## config.mk

```make
export PLATFORM = sky130hd
export DESIGN_NAME = core_fetch
export DESIGN_NICKNAME = d
export VERILOG_FILES = /design/src/rtl/core_fetch_pkg.sv /design/src/rtl/core_fetch_fifo.sv /design/src/rtl/core_fetch.sv
export SDC_FILE = /design/constraint.sdc
export NUM_CORES = 1
export LEC_CHECK = 0
export CORE_MARGIN = 2
export CORE_UTILIZATION = 54
export CTS_CLUSTER_DIAMETER = 40
export DETAILED_ROUTE_END_ITERATION = 8
export PLACE_DENSITY = 0.9
export SYNTH_ARGS = -nofsm -noshare
export SYNTH_HDL_FRONTEND = slang
export SYNTH_HIERARCHICAL = 1
export SYNTH_SLANG_ARGS = --single-unit
```

## constraint.sdc

```tcl
create_clock -name i_clk -period 5 [get_ports i_clk]
set_input_delay 1 -clock i_clk [delete_from_list [all_inputs] [get_ports i_clk]]
set_output_delay 1 -clock i_clk [all_outputs]
set_load 0.02 [all_outputs]
```

## src/rtl/core_fetch_pkg.sv

```systemverilog
// core_fetch_pkg: shared fetch types and the default reset vector.
package core_fetch_pkg;
  typedef struct packed {
    logic [31:2] pc;
    logic [31:0] instr;
  } fetch_entry_t;
  localparam logic [31:0] DEFAULT_RESET_VEC = 32'h0000_0000;
endpackage

```

## src/rtl/core_fetch_fifo.sv

```systemverilog
// core_fetch_fifo: 2-entry synchronous FIFO with flush and occupancy count.
module core_fetch_fifo #(
  parameter int W = 8
) (
  input  logic         i_clk,
  input  logic         i_reset,
  input  logic         i_push,
  input  logic         i_pop,
  input  logic         i_flush,
  input  logic [W-1:0] i_data,
  output logic [W-1:0] o_data,
  output logic [1:0]   o_count
);
  logic [W-1:0] r_mem [2];
  logic         r_rd, r_wr;
  logic [1:0]   r_cnt;
  logic         w_push, w_pop;
  assign w_pop   = i_pop & (r_cnt != 2'd0);
  assign w_push  = i_push & ((r_cnt != 2'd2) | w_pop);
  assign o_data  = r_mem[r_rd];
  assign o_count = r_cnt;
  always_ff @(posedge i_clk) begin
    if (i_reset) begin
      r_mem[0] <= '0;
      r_mem[1] <= '0;
      r_rd     <= 1'b0;
      r_wr     <= 1'b0;
      r_cnt    <= 2'd0;
    end else if (i_flush) begin
      r_rd  <= 1'b0;
      r_wr  <= 1'b0;
      r_cnt <= 2'd0;
    end else begin
      if (w_push) begin
        r_mem[r_wr] <= i_data;
        r_wr        <= ~r_wr;
      end
      if (w_pop) r_rd <= ~r_rd;
      r_cnt <= r_cnt + {1'b0, w_push} - {1'b0, w_pop};
    end
  end
endmodule

```

## src/rtl/core_fetch.sv

```systemverilog
// core_fetch: instruction fetch stage with redirect squash and a 2-entry decode buffer.
// Optional CORE_FETCH_PERF_EN adds fetched/bubble performance counters.
module core_fetch
  import core_fetch_pkg::*;
#(
  parameter logic [31:0] RESET_VEC = DEFAULT_RESET_VEC
) (
  input  logic        i_clk,
  input  logic        i_reset,
  input  logic        i_pc_src,
  input  logic [31:2] i_pc_target,
  output logic        o_imem_req,
  output logic [31:2] o_imem_addr,
  input  logic        i_imem_gnt,
  input  logic        i_imem_rvalid,
  input  logic [31:0] i_imem_rdata,
  output logic        o_valid,
  output logic [31:0] o_instr,
  output logic [31:2] o_pc,
  input  logic        i_ready
`ifdef CORE_FETCH_PERF_EN
  ,
  output logic [31:0] o_perf_fetched,
  output logic [31:0] o_perf_bubble
`endif
);
  logic [31:2]  r_pc_fetch;
  logic [1:0]   r_in_flight, r_discard;
  logic [1:0]   w_out_cnt, w_tag_cnt;
  logic [31:2]  w_tag;
  fetch_entry_t w_head, w_entry;
  logic         w_pop, w_fire, w_rsp, w_keep;
  assign w_pop       = o_valid & i_ready;
  assign o_valid     = (w_out_cnt != 2'd0) & !i_pc_src;
  // Credit counts outstanding plus buffered entries, so the output FIFO cannot overflow.
  assign o_imem_req  = !i_reset & !i_pc_src &
                       (({1'b0, r_in_flight} + {1'b0, w_out_cnt} - {2'b0, w_pop}) < 3'd2);
  assign o_imem_addr = r_pc_fetch;
  assign w_fire      = o_imem_req & i_imem_gnt;
  assign w_rsp       = i_imem_rvalid & (w_tag_cnt != 2'd0);
  assign w_keep      = w_rsp & (r_discard == 2'd0) & !i_pc_src;
  assign w_entry     = '{pc: w_tag, instr: i_imem_rdata};
  assign o_pc        = w_head.pc;
  assign o_instr     = w_head.instr;
  core_fetch_fifo #(.W(30)) u_tag (
    .i_clk(i_clk), .i_reset(i_reset), .i_push(w_fire), .i_pop(w_rsp), .i_flush(1'b0),
    .i_data(r_pc_fetch), .o_data(w_tag), .o_count(w_tag_cnt)
  );
  core_fetch_fifo #(.W($bits(fetch_entry_t))) u_out (
    .i_clk(i_clk), .i_reset(i_reset), .i_push(w_keep), .i_pop(w_pop), .i_flush(i_pc_src),
    .i_data(w_entry), .o_data(w_head), .o_count(w_out_cnt)
  );
  always_ff @(posedge i_clk) begin
    if (i_reset) begin
      r_pc_fetch  <= RESET_VEC[31:2];
      r_in_flight <= 2'd0;
      r_discard   <= 2'd0;
    end else begin
      r_pc_fetch  <= i_pc_src ? i_pc_target : w_fire ? r_pc_fetch + 30'd1 : r_pc_fetch;
      r_in_flight <= r_in_flight + {1'b0, w_fire} - {1'b0, w_rsp};
      r_discard   <= i_pc_src ? r_in_flight - {1'b0, w_rsp} :
                     (w_rsp && r_discard != 2'd0) ? r_discard - 2'd1 : r_discard;
    end
  end
`ifdef CORE_FETCH_PERF_EN
  always_ff @(posedge i_clk) begin
    if (i_reset) begin
      o_perf_fetched <= '0;
      o_perf_bubble  <= '0;
    end else begin
      o_perf_fetched <= o_perf_fetched + {31'b0, w_pop};
      o_perf_bubble  <= o_perf_bubble + {31'b0, !o_valid & i_ready};
    end
  end
`endif
endmodule

```

Word-level counts from Yosys, hierarchy flattened
Memory sizes are Yosys's and may differ from the RTL's. A register that Yosys moved wholly into a read port is not among the register bits.
Cells that the tools add are included.
{"block": "word_totals", "in_bits": 68, "ramBits": 184, "wordCells": 78, "ff_bits": 42, "n_memories": 2, "output_inout_bits": 94}
{"name": "u_out.r_mem", "words": 2, "width": 62, "read_ports": 1, "rd_ports_with_merged_regs": 1, "write_ports": 2, "line_no": "core_fetch_fifo.sv:14", "text": "logic [W-1:0] r_mem [2];"}
{"name": "u_tag.r_mem", "words": 2, "width": 30, "read_ports": 1, "rd_ports_with_merged_regs": 1, "write_ports": 2, "line_no": "core_fetch_fifo.sv:14"}
{"block": "op_classes", "mux": 23, "n_eq_ne": 2, "bitwise_logic": 18, "n_reduce_logical": 12, "add_sub_neg": 11, "n_lt_le_gt_ge": 1}
{"op": "$mux 30", "n": 3}
{"op": "$mux 62", "n": 1}
{"op": "$reduce_or 62->1", "n": 1}
{"op": "$add 30x1->30 const B", "n": 1}
{"op": "$reduce_or 30->1", "n": 1}
{"op": "$mux 1", "n": 17}
{"op": "$and 1x1->1", "n": 12}
{"op": "$reduce_bool 2->1", "n": 5}
{"op": "$sub 2x1->2", "n": 4}
{"op": "$add 2x1->2", "n": 3}
{"op": "$mux 2", "n": 2}
{"op": "$ne 2x2->1 const B", "n": 2}
{"op": "$not 1->1", "n": 4}
{"op": "$add 2x2->3", "n": 1}
{"op": "$lt 3x2->1 const B", "n": 1}
{"op": "$sub 3x1->3", "n": 1}
{"op": "$logic_not 1->1", "n": 2}
{"op": "$logic_not 2->1", "n": 1}
{"op": "$or 1x1->1", "n": 2}
{"op": "$reduce_or 2->1", "n": 1}
{"op": "$sub 2x1->2 const B", "n": 1}
{"op": "$logic_and 1x1->1", "n": 1}

Logic depth before layout (Yosys ltp)
Gate-level depths: netlist of the first run.
{"block": "depth", "word_depth": 13, "ltp_mapped": 19, "depth_no_buf": 17}

Modules after synthesis
Netlist of the first run, hierarchy kept.
{"module": "core_fetch_fifo (u_out)", "seq_area_each_um2": 3823.7, "area_per_inst_um2": 5624.1, "instances": 1, "cells_each": 356}
{"module": "core_fetch_fifo (u_tag)", "seq_area_each_um2": 1901.8, "area_per_inst_um2": 2849.0, "instances": 1, "cells_each": 185}
{"module": "core_fetch", "seq_area_each_um2": 680.7, "area_per_inst_um2": 2174.6, "instances": 1, "cells_each": 273}

Least setup slack after synthesis of the first run
No wires, ideal clock.
{"block": "synth_path", "path_type": "input to register", "startpoint": "input i_pc_src", "endpoint": "memory u_tag.r_mem[4][0] (netlist: u_tag/r_mem[1][0]) (enable)", "required_time_ns": 4.612, "t_arrival_ns": 4.427, "path_buffers": 3, "cell_stages": 13, "path_slack_ns": 0.184, "setup_ns": 0.388, "cell_sequence": "buf_2 > clkbuf_1 > a21oi_1 > and2_1 > ha_1 > nand2b_1 > fa_1 > nand4bb_4 > nand2b_4 > buf_2 > clkinv_1 > nor3b_4 > or2_1"}
{"element": "start: declaration", "line_no": "core_fetch.sv:10", "text": "input logic i_pc_src,"}
{"element": "end: declaration", "line_no": "core_fetch_fifo.sv:14"}

Worst setup path after layout of the first run
{"block": "layout_path", "startpoint": "input i_pc_src", "endpoint": "output o_imem_req"}
{"block": "layout_between", "elab_chain_cells": 6, "elab_cells_between_ends": 7, "classes_between": "add/sub: 1; order compare: 1; bitwise: 4; reduce/logical: 1"}
{"element": "$logic_not 1->1", "line_no": "core_fetch.sv:34", "text": "assign o_valid = (w_out_cnt != 2'd0) & !i_pc_src;"}
{"element": "$and 1x1->1", "line_no": "core_fetch.sv:34"}
{"element": "$and 1x1->1", "line_no": "core_fetch.sv:33", "text": "assign w_pop = o_valid & i_ready;"}
{"element": "named net w_pop", "line_no": "core_fetch.sv:32", "text": "logic w_pop, w_fire, w_rsp, w_keep;"}
{"element": "$sub 3x1->3", "line_no": "core_fetch.sv:37", "text": "(({1'b0, r_in_flight} + {1'b0, w_out_cnt} - {2'b0, w_pop}) < 3'd2);"}
{"element": "$lt 3x2->1", "line_no": "core_fetch.sv:37"}
{"element": "$and 1x1->1", "line_no": "core_fetch.sv:36", "text": "assign o_imem_req = !i_reset & !i_pc_src &"}
{"element": "end: declaration", "line_no": "core_fetch.sv:12", "text": "output logic o_imem_req,"}
The timed path passes the listed nets, and every way through them passes these cells.

==> impl_results.md, run 1 <==
* Status: completed
* Clk_lat worst skew at around 0.54 ns
* TritonCTS Buffers at 28
* Die area at 20900 um2
* Nets at 1060
* Critical Path Max Stage Delay at 0.61 ns
* H-tree depth at 1
* Die height at 144 um
* Worst slew margin at 27.9%
* Area used by multi-input combinational logic at 3900 um2
* CP Launch Type: input pin
* Setup TNS at 0 ns
* Final hold vios at 0
* Area after DPL at 12400 um2
* Max stage delay cell, worst path: clkdlybuf4s50_1
* Pwr Density at between 300 and 400 nW/um2
* Max-cap viol count at 0
* Gate power share at 6.9%
* Layout Utilization at 69.3%
* Post-CTS resize count at 0
* Vias in the first global route at 7044
* First-iteration detailed-routing DRC count at 427
* Setup Buffers After CTS at 0
* Pre-CTS setup slack at 0.304 ns
* Sw power at around 1 mW
* First-pass iteration count of the detailed router at 5
* CTS clock-pin slew for the worst setup and hold paths at 0.05 ns
* Fin crit period at approximately 4.8 ns
* Drt wl/cell at 18.1 um
* Post-synth top flop: edfxtp_1
* CP most frequent cell: clkdlybuf4s50_1
* Fin cells at between 1000 and 1500
* Setup crit end kind: output port
* GRT Residual Overflow at 0
* Worst EP required at 4.00 ns
* GRT Overall Usage at 21.9%
* Vias per Instance at 5.46
* Final Max Tran Viols at 0
* DRT antenna net count at 0
* CP Class: in2out
* Setup Skew at between 0.01 and 0.015 ns
* GPL Wtd Cong at ~0.86
* Crit-path cells: clkdlybuf4s50_1 > a21oi_1 > and2_1 > ha_1 > nand2b_1 > fa_1 > xor2_1 > and3_1 > clkdlybuf4s50_1
* EDFF count, synth at 184
* Worst vdd ir at 243 uV
* Clock buffer depth at 3
* Layout cells sized above 1 at 17.9%
* Initial Utilization at 54.9%
* Setup violations, final at 0
* FF/Latch Area at 6410 um2
* CTS Sinks at 228
* HP Class: reg2reg
* Via Count at between 6000 and 7000
* Largest net degree at the start of global routing at between 60 and 70
* Filler cell count at 1341
* Max Clock Freq at 210 MHz
* Least-Margin Pin Slew at 1.08 ns
* Cells after synthesis at 814
* Post-synthesis sequential area ratio at 60.2%
* CP max FO at 3
* Post-DP HPWL at 14.7 mm
* YS warnings at 6
* Clock share of power at 46.4%
* Root Driver: clkbuf_16
* Async SR Flop Fraction at 0%
* Flop pwr share at approximately 47%
* Global-route wire length before repair at 35.7 mm
* Yosys reg bits at 228
* Switch share at 21.5%
* Area of the core at between 15000 and 20000 um2
* Residual DRC at 0
* I/O pin count at approximately 160
* Final Power at ~4.6 mW
* PortBufs at 161
* Routed WL at 22.9 mm
* Antenna violations before repair at 0
* Arrival time worst endpoint at 3.75 ns
* Hold WS at 0.570 ns
* # hold bufs at CTS at 0
* Horiz. Die Dim at 144 um
* Critical path buffers and inverters at 2
* Antenna diodes at 0
* Synthesized area at 10600 um2
* Final WS setup at 0.246 ns
* Site row count at 51
* Post-route design area at 13400 um2
* Number of instances in the placed design at 1215
* P_leak at 4.96 nW
* Mean post-synth cell area at 13.1 um2
* Unrepaired setup endpoints after global routing: no
* Area Overhead vs Synth at 26.2%
* CTS tree: built
* Internal Power at 3.64 mW
* Critical path's top delay family: buffers and inverters
* Period utilization at 95.1%
* Netlist cell types at 61
==> cells in the final DEF, fill, tap and decap left out, types with 11 or more instances in the layout <==
cell type / count
a21oi_1: 16
a31oi_1: 11
and2_1: 197
buf_4: 16
clkbuf_16: 28
clkdlybuf4s50_1: 161
dfxtp_1: 43
edfxtp_1: 184
ha_1: 11
inv_1: 13
mux2_2: 99
nand2_1: 34
nand3_1: 13
nand4_1: 12
nor2_1: 21
xor2_1: 12
==> power groups by stage <==
stage	logic (mW)	registers, mW	clock network, mW
detailed placement	0.318	2.21	0
global route	0.342	2.18	2.26
global placement	0.312	2.20	0
CTS	0.322	2.17	2.18
floorplan	0.140	2.21	0
finish	0.320	2.17	2.15
==> logic make-up (layout without fill, tap and decap cells) <==
| logic type | Yosys count | count (layout) | synth area share [%] |
|---|---|---|---|
| XOR/XNOR | 22 | 22 | 1.81 |
| multiplexers | 101 | 101 | 10.7 |
| buffers and inverters | 58 | 243 | 3.35 |
| adder cells (fa/ha/maj) | 12 | 12 | 1.48 |
| AND/OR/NAND/NOR | 326 | 326 | 18.5 |
| flip-flops | 228 | 228 | 60.2 |
| other | 1 | 4 | 0.0352 |
| AO/OA/AOI/OAI | 66 | 66 | 3.94 |
==> Yosys cell counts, types with 2 or more instances <==
| cell | count | share of area (%) |
|---|---|---|
| o22ai_1 | 10 | 0.59 |
| a221o_1 | 2 | 0.19 |
| nand2_1 | 34 | 1.2 |
| a31oi_1 | 11 | 0.65 |
| inv_1 | 13 | 0.46 |
| ha_1 | 11 | 1.3 |
| dfxtp_1 | 44 | 8.3 |
| and3_1 | 8 | 0.47 |
| xor2_1 | 12 | 0.99 |
| a221oi_1 | 3 | 0.25 |
| and2_1 | 197 | 12 |
| o21ai_0 | 10 | 0.47 |
| nand3_1 | 13 | 0.61 |
| a21oi_1 | 16 | 0.75 |
| o211ai_1 | 2 | 0.14 |
| xnor2_1 | 10 | 0.82 |
| o21a_1 | 2 | 0.14 |
| edfxtp_1 | 184 | 52 |
| clkbuf_1 | 17 | 0.60 |
| nor2_1 | 21 | 0.74 |
| mux2_2 | 99 | 10 |
| nand4_1 | 12 | 0.71 |
| a32oi_1 | 2 | 0.16 |
| or2_1 | 3 | 0.18 |
| nor4_1 | 5 | 0.29 |
| buf_6 | 17 | 1.8 |
| buf_1 | 3 | 0.11 |
| buf_2 | 6 | 0.28 |
| nor3_1 | 8 | 0.38 |
| nor4_2 | 3 | 0.35 |
| or3_1 | 3 | 0.18 |
| nor2b_1 | 4 | 0.23 |
==> flip-flops by register name (all words and copies together) (netlist names), 2 cells and up, named ones only <==
signal	flops
u_tag/o_count	2
r_discard	2
u_tag/r_mem	60
u_out/r_mem	124
u_out/o_count	2
r_in_flight	2
o_imem_addr	30
==> area by class of cell <==
type	count	share of cell area [%]
Timing Repair Buffer	177	12.9
Clock buffer	32	5.40
Multi-Input combinational cell	531	29.0
Clock inverter	20	2.15
Sequential cell	228	47.7
Tap cell	265	2.47
Inverter	14	0.391
==> worst register-to-register path, delay by kind of cell, from the launching register on <==
kind	cells	cell delay, ns
flops	1	0.47
compound gates	1	0.21
fa+ha+maj	4	1.11
xor+xnor	3	0.59
simple gates	5	0.94
buf+inv	4	0.51
==> per-layer routing <==
metal,wire [um],vias up,global-route usage (%)
li1,-,3263,-
met2,11400,296,38.3
met1,9420,3311,27.9
met4,480,0,7.00
met3,1640,44,3.61
met5,0,-,0
==> path summary, 6_finish.rpt <==
path              depth (start not counted)          endpoint  slack (ns)             start
setup / recovery                          9        o_imem_req        0.25          i_pc_src
hold / removal                            2        u_tag/r_rd        0.57        u_tag/r_rd
setup reg to reg                         17  u_tag/o_count[1]        1.06  u_out/o_count[1]
hold reg to reg                           2        u_tag/r_rd        0.57        u_tag/r_rd
No activity file was read; power rests on OpenSTA's default activity.
==> run 2, diff against run 1 <==
Settings changed: CORE_MARGIN 2 to unset, CORE_UTILIZATION 54 to 40, PLACE_DENSITY 0.9 to 0.72.
==> impl_results.md, run 2 (same netlist as run 1, synthesis figures left out) <==
* First-iteration detailed-routing DRC count at between 300 and 400
* Critical path's top delay family: buffers and inverters
* P_leak at 5.01 nW
* Final Power at 4.83 mW
* Worst EP required at 4.00 ns
* Crit-path cells: clkdlybuf4s50_1 > a21oi_1 > and2_1 > ha_1 > nand2b_1 > fa_1 > xor2_1 > and3_1 > clkdlybuf4s50_1
* Root Driver: clkbuf_16
* Setup violations, final at 0
* CTS tree: built
* Unrepaired setup endpoints after global routing: no
* Pwr Density at 354 nW/um2
* Die height at between 150 and 200 um
* Vias in the first global route at between 6000 and 7000
* HP Class: reg2reg
* Final Max Tran Viols at 0
* Fin crit period at around 4.7 ns
* Most frequent cells in the layout: and2_1 (197), edfxtp_1 (184), clkdlybuf4s50_1 (161)
* Setup Skew at approximately 0.023 ns
* Most flop-heavy register: u_out/r_mem
* CP Class: in2out
* GRT Overall Usage at 16.7%
* Max Clock Freq at 212 MHz
* GPL Wtd Cong at 0.819
* CTS Sinks at roughly 230
* Setup TNS at 0 ns
* Status: completed
* Largest net degree at the start of global routing at 64
* First-pass iteration count of the detailed router at 4
* Final hold vios at 0
* Filler cell count at 2186
* Initial Utilization at 40.9%
* Max FFs per register at 124
* Post-CTS resize count at 0
* Commonest non-fill, non-tap cell in the layout: and2_1
* Routed WL at 22.8 mm
* Residual DRC at 0
* CP most frequent cell: clkdlybuf4s50_1
* CP max FO at 3
* # hold bufs at CTS at 0
* Horiz. Die Dim at 165 um
* DRT antenna net count at 0
* Worst slew margin at about 38%
* I/O pin count at 162
* Max stage delay cell, worst path: clkdlybuf4s50_1
* Area Overhead vs Synth at 28.0%
* Arrival time worst endpoint at 3.72 ns
* Site row count at 59
* TritonCTS Buffers at 34
* Vias per Instance at 5.09
* Antenna diodes at 0
* Layout cells sized above 1 at 18.4%
* Post-DP HPWL at ~14 mm
* GRT Residual Overflow at 0
* Setup crit end kind: output port
* Setup Buffers After CTS at 0
* Area of the core at 26100 um2
* Global-route wire length before repair at between 30 and 40 mm
* Via Count at 6834
* PortBufs at 161
* Die area at 27300 um2
* Drt wl/cell at 17.0 um
* Max-cap viol count at 0
* Critical Path Max Stage Delay at 0.60 ns
* Critical path buffers and inverters at 2
* Clock buffer depth at 3
* Nets at roughly 1100
* Antenna violations before repair at 0
* Period utilization at 94.5%
* Clk_lat worst skew at 0.50 ns
* Worst vdd ir at about 250 uV
* CTS clock-pin slew for the worst setup and hold paths at approximately 0.060 ns
* Least-Margin Pin Slew at 0.930 ns
* H-tree depth at 2
* CP Launch Type: input pin
==> run 2: worst reg2reg max path, delay by kind of cell, from the launching register on <==
kind / cells / cell delay, ns
fa+ha+maj: 4 / 1.22
simple gates: 6 / 1.03
flops: 1 / 0.42
buf+inv: 4 / 0.40
xor+xnor: 2 / 0.25
compound gates: 1 / 0.20
==> run 2: stage by stage <==
stage          worst slack, ns  std cells  area, um2  hold slack, ns  util (%)
5_1_grt                  0.100       1343      13600           0.600      52.3
6_report                 0.276       1343      13600           0.553      52.3
3_3_place_gp             0.374       1283      12500           0.531      47.9
4_1_cts                  0.268       1343      13600           0.552      52.3
3_5_place_dp             0.296       1283      12500           0.539      47.9
2_1_floorplan            0.184        817      10700           0.518         -
==> run 2: final timing paths <==
check                                 startpoint               end  slack (ns)  depth (start not counted)
worst min-delay path                  u_tag/r_rd        u_tag/r_rd        0.55                          2
worst max register to register  u_out/o_count[1]  u_tag/o_count[1]        1.35                         17
worst min register to register        u_tag/r_rd        u_tag/r_rd        0.55                          2
worst max-delay path                    i_pc_src        o_imem_req        0.28                          9
==> run 2: report_power, final <==
| part | total [mW] | switching [mW] | leakage, nW | internal [mW] |
|---|---|---|---|---|
| logic | 0.318 | 0.160 | 2.20 | 0.158 |
| clock network | 2.34 | 0.870 | 0.545 | 1.47 |
| registers | 2.17 | 0.0501 | 2.26 | 2.12 |
==> run 2: metal layers <==
| layer | vias to the layer above | routed length, um | GRT usage, % |
|---|---|---|---|
| met5 | - | 0 | 0 |
| li1 | 3286 | - | - |
| met3 | 39 | 1450 | 3.80 |
| met2 | 227 | 10600 | 26.9 |
| met4 | 0 | 487 | 5.92 |
| met1 | 3282 | 10300 | 22.0 |
==> run 2: layout make-up <==
| cell class | count | area [um2] | area share, % |
|---|---|---|---|
| timing repair buffer | 175 | 1720 | 12.6 |
| tap | 335 | 419 | 3.08 |
| clock buffer | 41 | 908 | 6.67 |
| multi-input combinational | 531 | 3900 | 28.6 |
| clock inverter | 19 | 225 | 1.65 |
| sequential | 228 | 6410 | 47.0 |
| inverter | 14 | 52.6 | 0.386 |
==> run 3, diff against run 2 <==
--- a/config.mk
+++ b/config.mk
@@ -11,2 +11,3 @@
 export PLACE_DENSITY = 0.72
+export REMOVE_ABC_BUFFERS = 1
 export SYNTH_ARGS = -nofsm -noshare
==> constraint.sdc (replaced) <==
create_clock -name i_clk -period 5 [get_ports i_clk]
set_input_delay 1.25 -clock i_clk [delete_from_list [all_inputs] [get_ports i_clk]]
set_output_delay 1.25 -clock i_clk [all_outputs]
set_load 0.02 [all_outputs]
==> impl_results.md, run 3 (same netlist as run 1, synthesis figures left out) <==
* Setup violations, final at 0
* Vias in the first global route at 7004
* Most frequent cells in the layout: and2_1 (197), edfxtp_1 (184), clkdlybuf4s50_1 (160)
* Worst vdd ir at 202 uV
* Layout Utilization at 52.7%
* Horiz. Die Dim at 165 um
* Critical path's top delay family: buffers and inverters
* Antenna violations before repair at 0
* Internal Power at 3.82 mW
* Crit. path cell count at 9
* CTS tree: built
* Final WS setup at 0.186 ns
* Max Clock Freq at 208 MHz
* Routed WL at 24.0 mm
* PortBufs at 161
* Final hold vios at 0
* Fin crit period at approximately 4.8 ns
* CP Launch Type: input pin
* Critical Path Max Stage Delay at roughly 0.47 ns
* Fin cells at 1354
* Period utilization at 96.3%
* Residual DRC at 0
* HP Class: reg2reg
* Post-DP HPWL at 14.9 mm
* H-tree depth at 2
* Worst EP required at 3.75 ns
* Max-cap viol count at 0
* Unrepaired setup endpoints after global routing: no
* Setup crit end kind: output port
* CTS clock-pin slew for the worst setup and hold paths at 0.05 ns
* First-iteration detailed-routing DRC count at 447
* Sw power at 1.07 mW
* First-pass iteration count of the detailed router at 5
* I/O pin count at ~160
* Setup Skew at between 0.01 and 0.015 ns
* Least-Margin Pin Slew at 1.01 ns
* Die height at 165 um
* Crit-path cells: clkdlybuf4s50_1 > a21oi_1 > and2_1 > ha_1 > nand2b_1 > fa_1 > xor2_1 > and3_1 > clkbuf_2
* Hold Crit Depth at 2
* Gate power share at 6.7%
* Critical path buffers and inverters at 2
* Arrival time worst endpoint at 3.56 ns
* Max FFs per register at 124
* Clk_lat worst skew at 0.50 ns
* Status: completed
* Max stage delay cell, worst path: clkdlybuf4s50_1
* GRT Overall Usage at 17.9%
* CTS Sinks at around 230
* Largest net degree at the start of global routing at 64
* Most flop-heavy register: u_out/r_mem
* CP Class: in2out
* P_leak at 5.07 nW
* Via Count at around 7000
* Flop pwr share at 44.2%
* Number of instances in the placed design at 1291
* Clock share of power at 49.1%
* Pre-CTS setup slack at -0.238 ns
* Hold WS at 0.550 ns
* Filler cell count at 2235
* DRT antenna net count at 0
* Pwr Density at 356 nW/um2
* Drt wl/cell at 17.7 um
* Worst slew margin at between 30% and 40%
* Area Overhead vs Synth at 29.1%
* Layout cells sized above 1 at 19.4%
* CP max FO at 2
* Area of the core at 26100 um2
* Initial Utilization at between 40% and 50%
* GRT Residual Overflow at 0
* Die area at 27300 um2
* GPL Wtd Cong at 0.829
* Clock buffer depth at 3
* R2r worst-path depth at 18
* TritonCTS Buffers at 34
* Switch share at 21.9%
* Global-route wire length before repair at 37.0 mm
* Final Max Tran Viols at 0
* Nets at 1072
* Commonest non-fill, non-tap cell in the layout: and2_1
* Site row count at 59
* Vias per Instance at 5.07
* Setup Buffers After CTS at 0
* Root Driver: clkbuf_16
[run 3: final cells by class]
class,count,area (um2),area share [%]
clock inverter,19,208,1.51
clock buffer,43,968,7.05
timing repair buffer,183,1780,13.0
sequential,228,6410,46.6
inverter,14,52.6,0.382
antenna,1,2.50,0.0182
tap,335,419,3.05
multi-input combinational,531,3900,28.4
[run 3: per-stage QoR]
step,area (um2),total power [mW],TNS (ns)
after global placement,12600,2.53,-0.163
after CTS,13700,4.95,0
after global routing,13700,5.05,0
final,13700,4.89,0
after floorplan,10400,2.34,-1.33
after detailed placement,12600,2.53,-0.238
[run 3: worst paths after layout]
kind                                       start          endpoint  slack, ns
worst max-delay path                    i_pc_src        o_imem_req       0.19
worst min-delay path                  u_tag/r_rd         flip-flop       0.55
worst max register to register  u_out/o_count[1]  u_tag/o_count[1]       1.35
worst min register to register        u_tag/r_rd         flip-flop       0.55
[run 3: repair_timing]
item	in CTS	in global routing
pin swaps	0	0
resized for setup	1	2
hold buffers	0	0
cloned	0	0
setup endpoints to repair	1	1
[run 3: power by group through the flow]
stage               Clock, mW  Combinational (mW)  Sequential [mW]
CTS                      2.45               0.332             2.17
finish                   2.40               0.327             2.16
global placement            0               0.325             2.20
global route             2.53               0.353             2.17
floorplan                   0               0.131             2.21
detailed placement          0               0.329             2.20
[run 3: tightest hold or removal path, stage by stage, from the launching register on]
cell and delay [ns]:
dfxtp_1 0.32, xnor2_1 0.14, nor3_1 0.05
[run 3: metal layers]
| metal | wire (um) | GRT usage, % | up-vias |
|---|---|---|---|
| met5 | 0 | 0 | - |
| met2 | 11800 | 31.0 | 219 |
| met3 | 1700 | 3.65 | 33 |
| met1 | 9990 | 22.2 | 3326 |
| li1 | - | - | 3293 |
| met4 | 499 | 5.71 | 0 |
==> variant 1: new RTL, flow settings as in run 3 <==
Register the input `i_pc_target` before use, without a reset. The logic sees it one clock later. The other inputs are not delayed to match.
--- a/src/rtl/core_fetch.sv
+++ b/src/rtl/core_fetch.sv
@@ -24,6 +24,13 @@
   output logic [31:0] o_perf_bubble
 `endif
 );
+
+  logic [31:2] i_pc_target_q;
+
+  always_ff @(posedge i_clk) begin
+    i_pc_target_q <= i_pc_target;
+  end
+
   logic [31:2]  r_pc_fetch;
   logic [1:0]   r_in_flight, r_discard;
   logic [1:0]   w_out_cnt, w_tag_cnt;
@@ -56,7 +63,7 @@
       r_in_flight <= 2'd0;
       r_discard   <= 2'd0;
     end else begin
-      r_pc_fetch  <= i_pc_src ? i_pc_target : w_fire ? r_pc_fetch + 30'd1 : r_pc_fetch;
+      r_pc_fetch  <= i_pc_src ? i_pc_target_q : w_fire ? r_pc_fetch + 30'd1 : r_pc_fetch;
       r_in_flight <= r_in_flight + {1'b0, w_fire} - {1'b0, w_rsp};
       r_discard   <= i_pc_src ? r_in_flight - {1'b0, w_rsp} :
                      (w_rsp && r_discard != 2'd0) ? r_discard - 2'd1 : r_discard;
Function: changed (Yosys sat finds a counterexample within 4 cycles, from zero or initial values and one cycle with i_reset high).
==> variant 1 against run 3 <==
The run now ends with DRC left. Worst setup slack better by 0.20 ns. Critical path depth down 1. Die area up 5.7%. Sequential cell count up 30. Non-clock buffer count down 9. Worst hold slack worse by 0.11 ns. Sequential power up 12%. Wire length about the same. Total power up 7.3%. Cell area up 4.4%. Area after synthesis up 5.8%. Clock power up 5%. Sequential share of layout area up 2.2 points. Largest power group unchanged.
==> variant 1: results (changes against run 3) <==
setup_path:
  slowest_stage: "clkdlybuf4s50_1"
  critPathMaxStageDelay_ns: 0.48
  crit_arrival_ns: 3.36  # -0.20 ns
  crit_fanout: 3  # +1
synthesis:
  ys_warn_count: 6  # unchanged
  synthTopCellsByArea: "edfxtp_1, dfxtp_1, and2_1"
  synth.avg_cell_area_um2: 13.4  # +2.5%
  synth.top_cells.by_count: "and2_1, edfxtp_1, mux2_2"
  synth_edf_count: 184  # unchanged
  async_reset_ff_frac: 0  # unchanged
  ys.flop_type: "edfxtp_1"
  ys_seq_elements: 258  # +13%
  ys_seq_area_frac: 0.622  # +0.0206
cells_and_area:
  nMultiInputCombCells: 524  # -1.3%
  buffer_area_frac: 0.119  # -0.0112
  n_all_buffers: 174  # -4.9%
  design_area_mm2: 0.0144  # +4.4%
  top_regs: "u_out/r_mem: 124 flops, u_tag/r_mem: 60 flops"
  antennaDiodeCount: 0  # -1
  final-clk-cell-share: 0.0841  # -0.00143
  layout.nets: 1087  # +1.4%
  multi_input_area_mm2: 0.00391  # +0.16%
  inverters: 13  # -1
  largest-register: "u_out/r_mem"
  drive_above_1_share: 0.181  # -0.0125
  seq_share: 0.488  # +0.0224
  nFillCells: 2396  # +7.2%
placed_design:
  dp_hpwl_um: 14100  # -5.8%
  placed_cell_area_mm2: 0.0131  # +4.5%
  placed_cells: 1347  # +4.3%
  place.gp.congestion: 0.759  # -8.5%
  dp_slack_ns: 0.0178  # +0.255 ns
  port_buffers: 161  # unchanged
route:
  vias_per_cell: 4.95  # -2.5%
  drc: 2  # +2
  met3RoutedLength_um: 1480  # -13%
  initialDrtViolationCount: 286  # -36%
  met1_length_um: 10100  # +0.59%
  via_count: 6981  # +1.6%
  met2_length_um: 11700  # -0.10%
  routed.top_layer: "met4"
  dr.pass1.iters: 6  # +1
  routedWlPerCell_um: 17.0  # -4.1%
hold_path:
  hold_path.class: "flip-flop to flip-flop"
power_and_ir_drop:
  leakage_nw: 5.36  # +5.7%
  peakVddDrop_mv: 0.204  # +1.2%
cts:
  clk_latency_ns: 0.50  # about the same
  cts_resized: 0  # -1
  root_buffer: "clkbuf_16"
  cts.reportedPaths.clkPinSlew_ns: 0.05  # about the same
  cts_buffers: 36  # +5.9%
sta:
  tightest_slew_ns: 1.03  # +0.0170 ns
  skew_ns: 0.0158  # +0.00146 ns
grt:
  track_usage: 0.166  # -0.0132
  grt_pass1_wl_um: 37100  # +0.17%
  grt_start_max_net_pins: 64  # unchanged
run_status:
  violations: "DRC"
  status: "finished with violations"
floorplanning:
  fp.dieW_um: 170  # +2.8%
run:
  cap_violations: 0  # unchanged
-- variant 1: changes by cell type in the layout (fill, tap and decap cells not counted), moves of 6 or more --
cell     before  now
a21oi_1      16   22
a22oi_1       0   10
and2_1      197  190
buf_4        21   13
dfxtp_1      43   73
nand2_1      34   15
nor2b_1       4   11
-- variant 1: power breakdown --
group	switching [mW]	internal [mW]	leakage, nW	total (mW)
clock network	0.924	1.59	0.597	2.51
logic	0.161	0.158	2.25	0.319
registers	0.0514	2.37	2.52	2.42
-- variant 1: worst max-delay path, delay by kind of cell --
kind | cells | cell delay (ns)
fa+ha+maj | 2 | 0.62
xor+xnor | 1 | 0.26
simple gates | 3 | 0.53
buf+inv | 2 | 0.70
-- variant 1: layer usage --
layer | up-vias | GRT usage
met1 | 3377 | 0.199
met5 | - | 0
met3 | 50 | 0.0389
li1 | 3357 | -
met4 | 0 | 0.0588
met2 | 197 | 0.289
-- variant 1: final timing paths --
kind / startpoint / to / slack [ns] / depth (start not counted)
worst min register to register: i_pc_target_q[5]$_DFF_P_ / o_imem_addr[5]$_SDFFE_PP0P_ / 0.44 / 2
worst min-delay path: i_pc_target_q[5]$_DFF_P_ / o_imem_addr[5]$_SDFFE_PP0P_ / 0.44 / 2
worst max register to register: u_out/o_count[1]$_SDFF_PP0_ / u_tag/r_mem[0][11]$_SDFFCE_PN0P_ / 1.46 / 13
worst max-delay path: i_ready / o_imem_req / 0.39 / 8
-- variant 1: cell families after synthesis --
group / Yosys count / synth area share
flip-flops: 258 / 0.622
XOR/XNOR: 23 / 0.0179
buffers and inverters: 61 / 0.0322
AND/OR/NAND/NOR: 315 / 0.175
multiplexers: 98 / 0.0978
other: 1 / 0.000333
adder cells (fa/ha/maj): 12 / 0.0140
AO/OA/AOI/OAI: 72 / 0.0408
==> variant 2: new RTL, settings of run 3 <==
Without the edit above. The option `CORE_FETCH_PERF_EN` is turned on by a define.
--- a/src/rtl/core_fetch.sv
+++ b/src/rtl/core_fetch.sv
@@ -1,5 +1,7 @@
 // core_fetch: instruction fetch stage with redirect squash and a 2-entry decode buffer.
 // Optional CORE_FETCH_PERF_EN adds fetched/bubble performance counters.
+`define CORE_FETCH_PERF_EN
+
 module core_fetch
   import core_fetch_pkg::*;
 #(
Check against the original RTL (old outputs only; new: o_perf_bubble and o_perf_fetched): equivalent (Yosys induction, for registers that start in step).
==> variant 2 against run 3 <==
Clock skew is essentially flat. Largest cell class unchanged. Wire length grew 32%. Sequential cell count grew 64. Die area grew 26%. Total power grew 25%. Register-to-register slack lost 0.09 ns. Worst setup slack gained 0.19 ns. Area after synthesis grew 26%. Cell area grew 28%. Global-route usage grew 0.47 points.
==> variant 2: results (changes against run 3) <==
power_and_ir_drop:
  peakVddDrop_mv: 0.268  # +33%
  leakage_nw: 6.36  # +25%
cells_and_area:
  nFillCells: 2794  # +25%
  layout.nets: 1457  # +36%
  antennaDiodeCount: 0  # -1
  drive_above_1_share: 0.149  # -0.0447
synthesis:
  synth.avg_cell_area_um2: 11.8  # -10%
  ys_seq_area_frac: 0.574  # -0.0281
  synthTopCellsByArea: "edfxtp_1, dfxtp_1, and2_1"
cts:
  cts_buffers: 44  # +29%
  cts_resized: 0  # -1
  clk_latency_ns: 0.53  # +0.03 ns
route:
  initialDrtViolationCount: 445  # -0.45%
  routed_wl_um: 31500  # +32%
  via_count: 9338  # +36%
grt:
  grt_pass1_vias: 9438  # +35%
  antenna_found_initial: 2  # +2
  grt_pass1_wl_um: 49200  # +33%
sta:
  relSlewSlack: 0.335  # +0.00864
setup_path:
  crit_arrival_ns: 3.38  # -0.18 ns
  crit_fanout: 5  # +3
placed_design:
  port_buffers: 225  # +40%
  placed_cells: 1771  # +37%
  dp_hpwl_um: 20300  # +36%
  place.gp.congestion: 0.829  # about the same
run_status:
  status: "complete, no violations"
[variant 2: cell types whose count changed after synthesis, moves of 15 or more]
cell / delta
dfxtp_1: +64
nor2_1: +57
xnor2_1: +49
nand3_1: +22
nand2_1: +17
and3_1: +15
nor3_1: +15
nor4_1: +15
[variant 2: cell type report]
cell class              count  area share
clock buffers              52      0.0675
clock inverters            30      0.0190
inverters                  27     0.00578
multi-input cells         767       0.301
flip-flops and latches    292       0.438
well taps                 442      0.0315
repair buffers            243       0.137
[variant 2: worst paths after layout]
check / from / endpoint / slack, ns / depth (start not counted)
max: i_pc_src / o_imem_req / 0.37 / 10
min: o_perf_fetched[29]$_SDFF_PP0_ / o_perf_fetched[29]$_SDFF_PP0_ / 0.52 / 2
max reg2reg: u_out/o_count[0]$_SDFF_PP0_ / u_tag/r_mem[1][11]$_SDFFCE_PN0P_ / 1.26 / 11
min reg2reg: o_perf_fetched[29]$_SDFF_PP0_ / o_perf_fetched[29]$_SDFF_PP0_ / 0.52 / 2
[variant 2: cells by family after synthesis]
family / count (synthesis) / synth area share
other: 1 / 0.000280
and+or+nand+nor: 496 / 0.211
buffers and inverters: 83 / 0.0332
xor gates and xnor gates: 74 / 0.0484
AOI/OAI and AO/OA: 80 / 0.0369
muxes: 99 / 0.0832
DFF: 292 / 0.574
adders and majority gates: 14 / 0.0136
[variant 2: metal layers]
layer | vias up | GRT usage | routed length, um
met5 | - | 0 | 27
met4 | 4 | 0.0628 | 834
met3 | 64 | 0.0492 | 2240
met2 | 280 | 0.319 | 15200
met1 | 4477 | 0.218 | 13200
li1 | 4513 | - | -
[variant 2: report_power, final]
group / switching (mW) / leakage [nW] / internal [mW] / total [mW]
clock: 1.13 / 0.734 / 1.98 / 3.10
combinational: 0.177 / 2.84 / 0.164 / 0.342
sequential: 0.0479 / 2.78 / 2.63 / 2.68
total: 1.35 / 6.36 / 4.77 / 6.12
[variant 2: metrics by stage]
step | total power [mW] | cell area, um^2 | setup slack, ns
6_report | 6.12 | 17500 | 0.374
3_3_place_gp | 3.06 | 16000 | -0.0582
3_5_place_dp | 3.07 | 16000 | -0.150
5_1_grt | 6.31 | 17500 | 0.110
4_1_cts | 6.19 | 17500 | 0.375
2_1_floorplan | 2.86 | 13100 | 0.0310
[variant 2: worst max-delay path, cell delays in order]
cell and delay [ns]:
clkdlybuf4s50_1 0.45, o21ba_2 0.26, nand2_1 0.08, nor2_1 0.14
o21ai_0 0.13, fa_1 0.39, xor2_1 0.20, buf_4 0.16
and3_1 0.16, buf_4 0.16
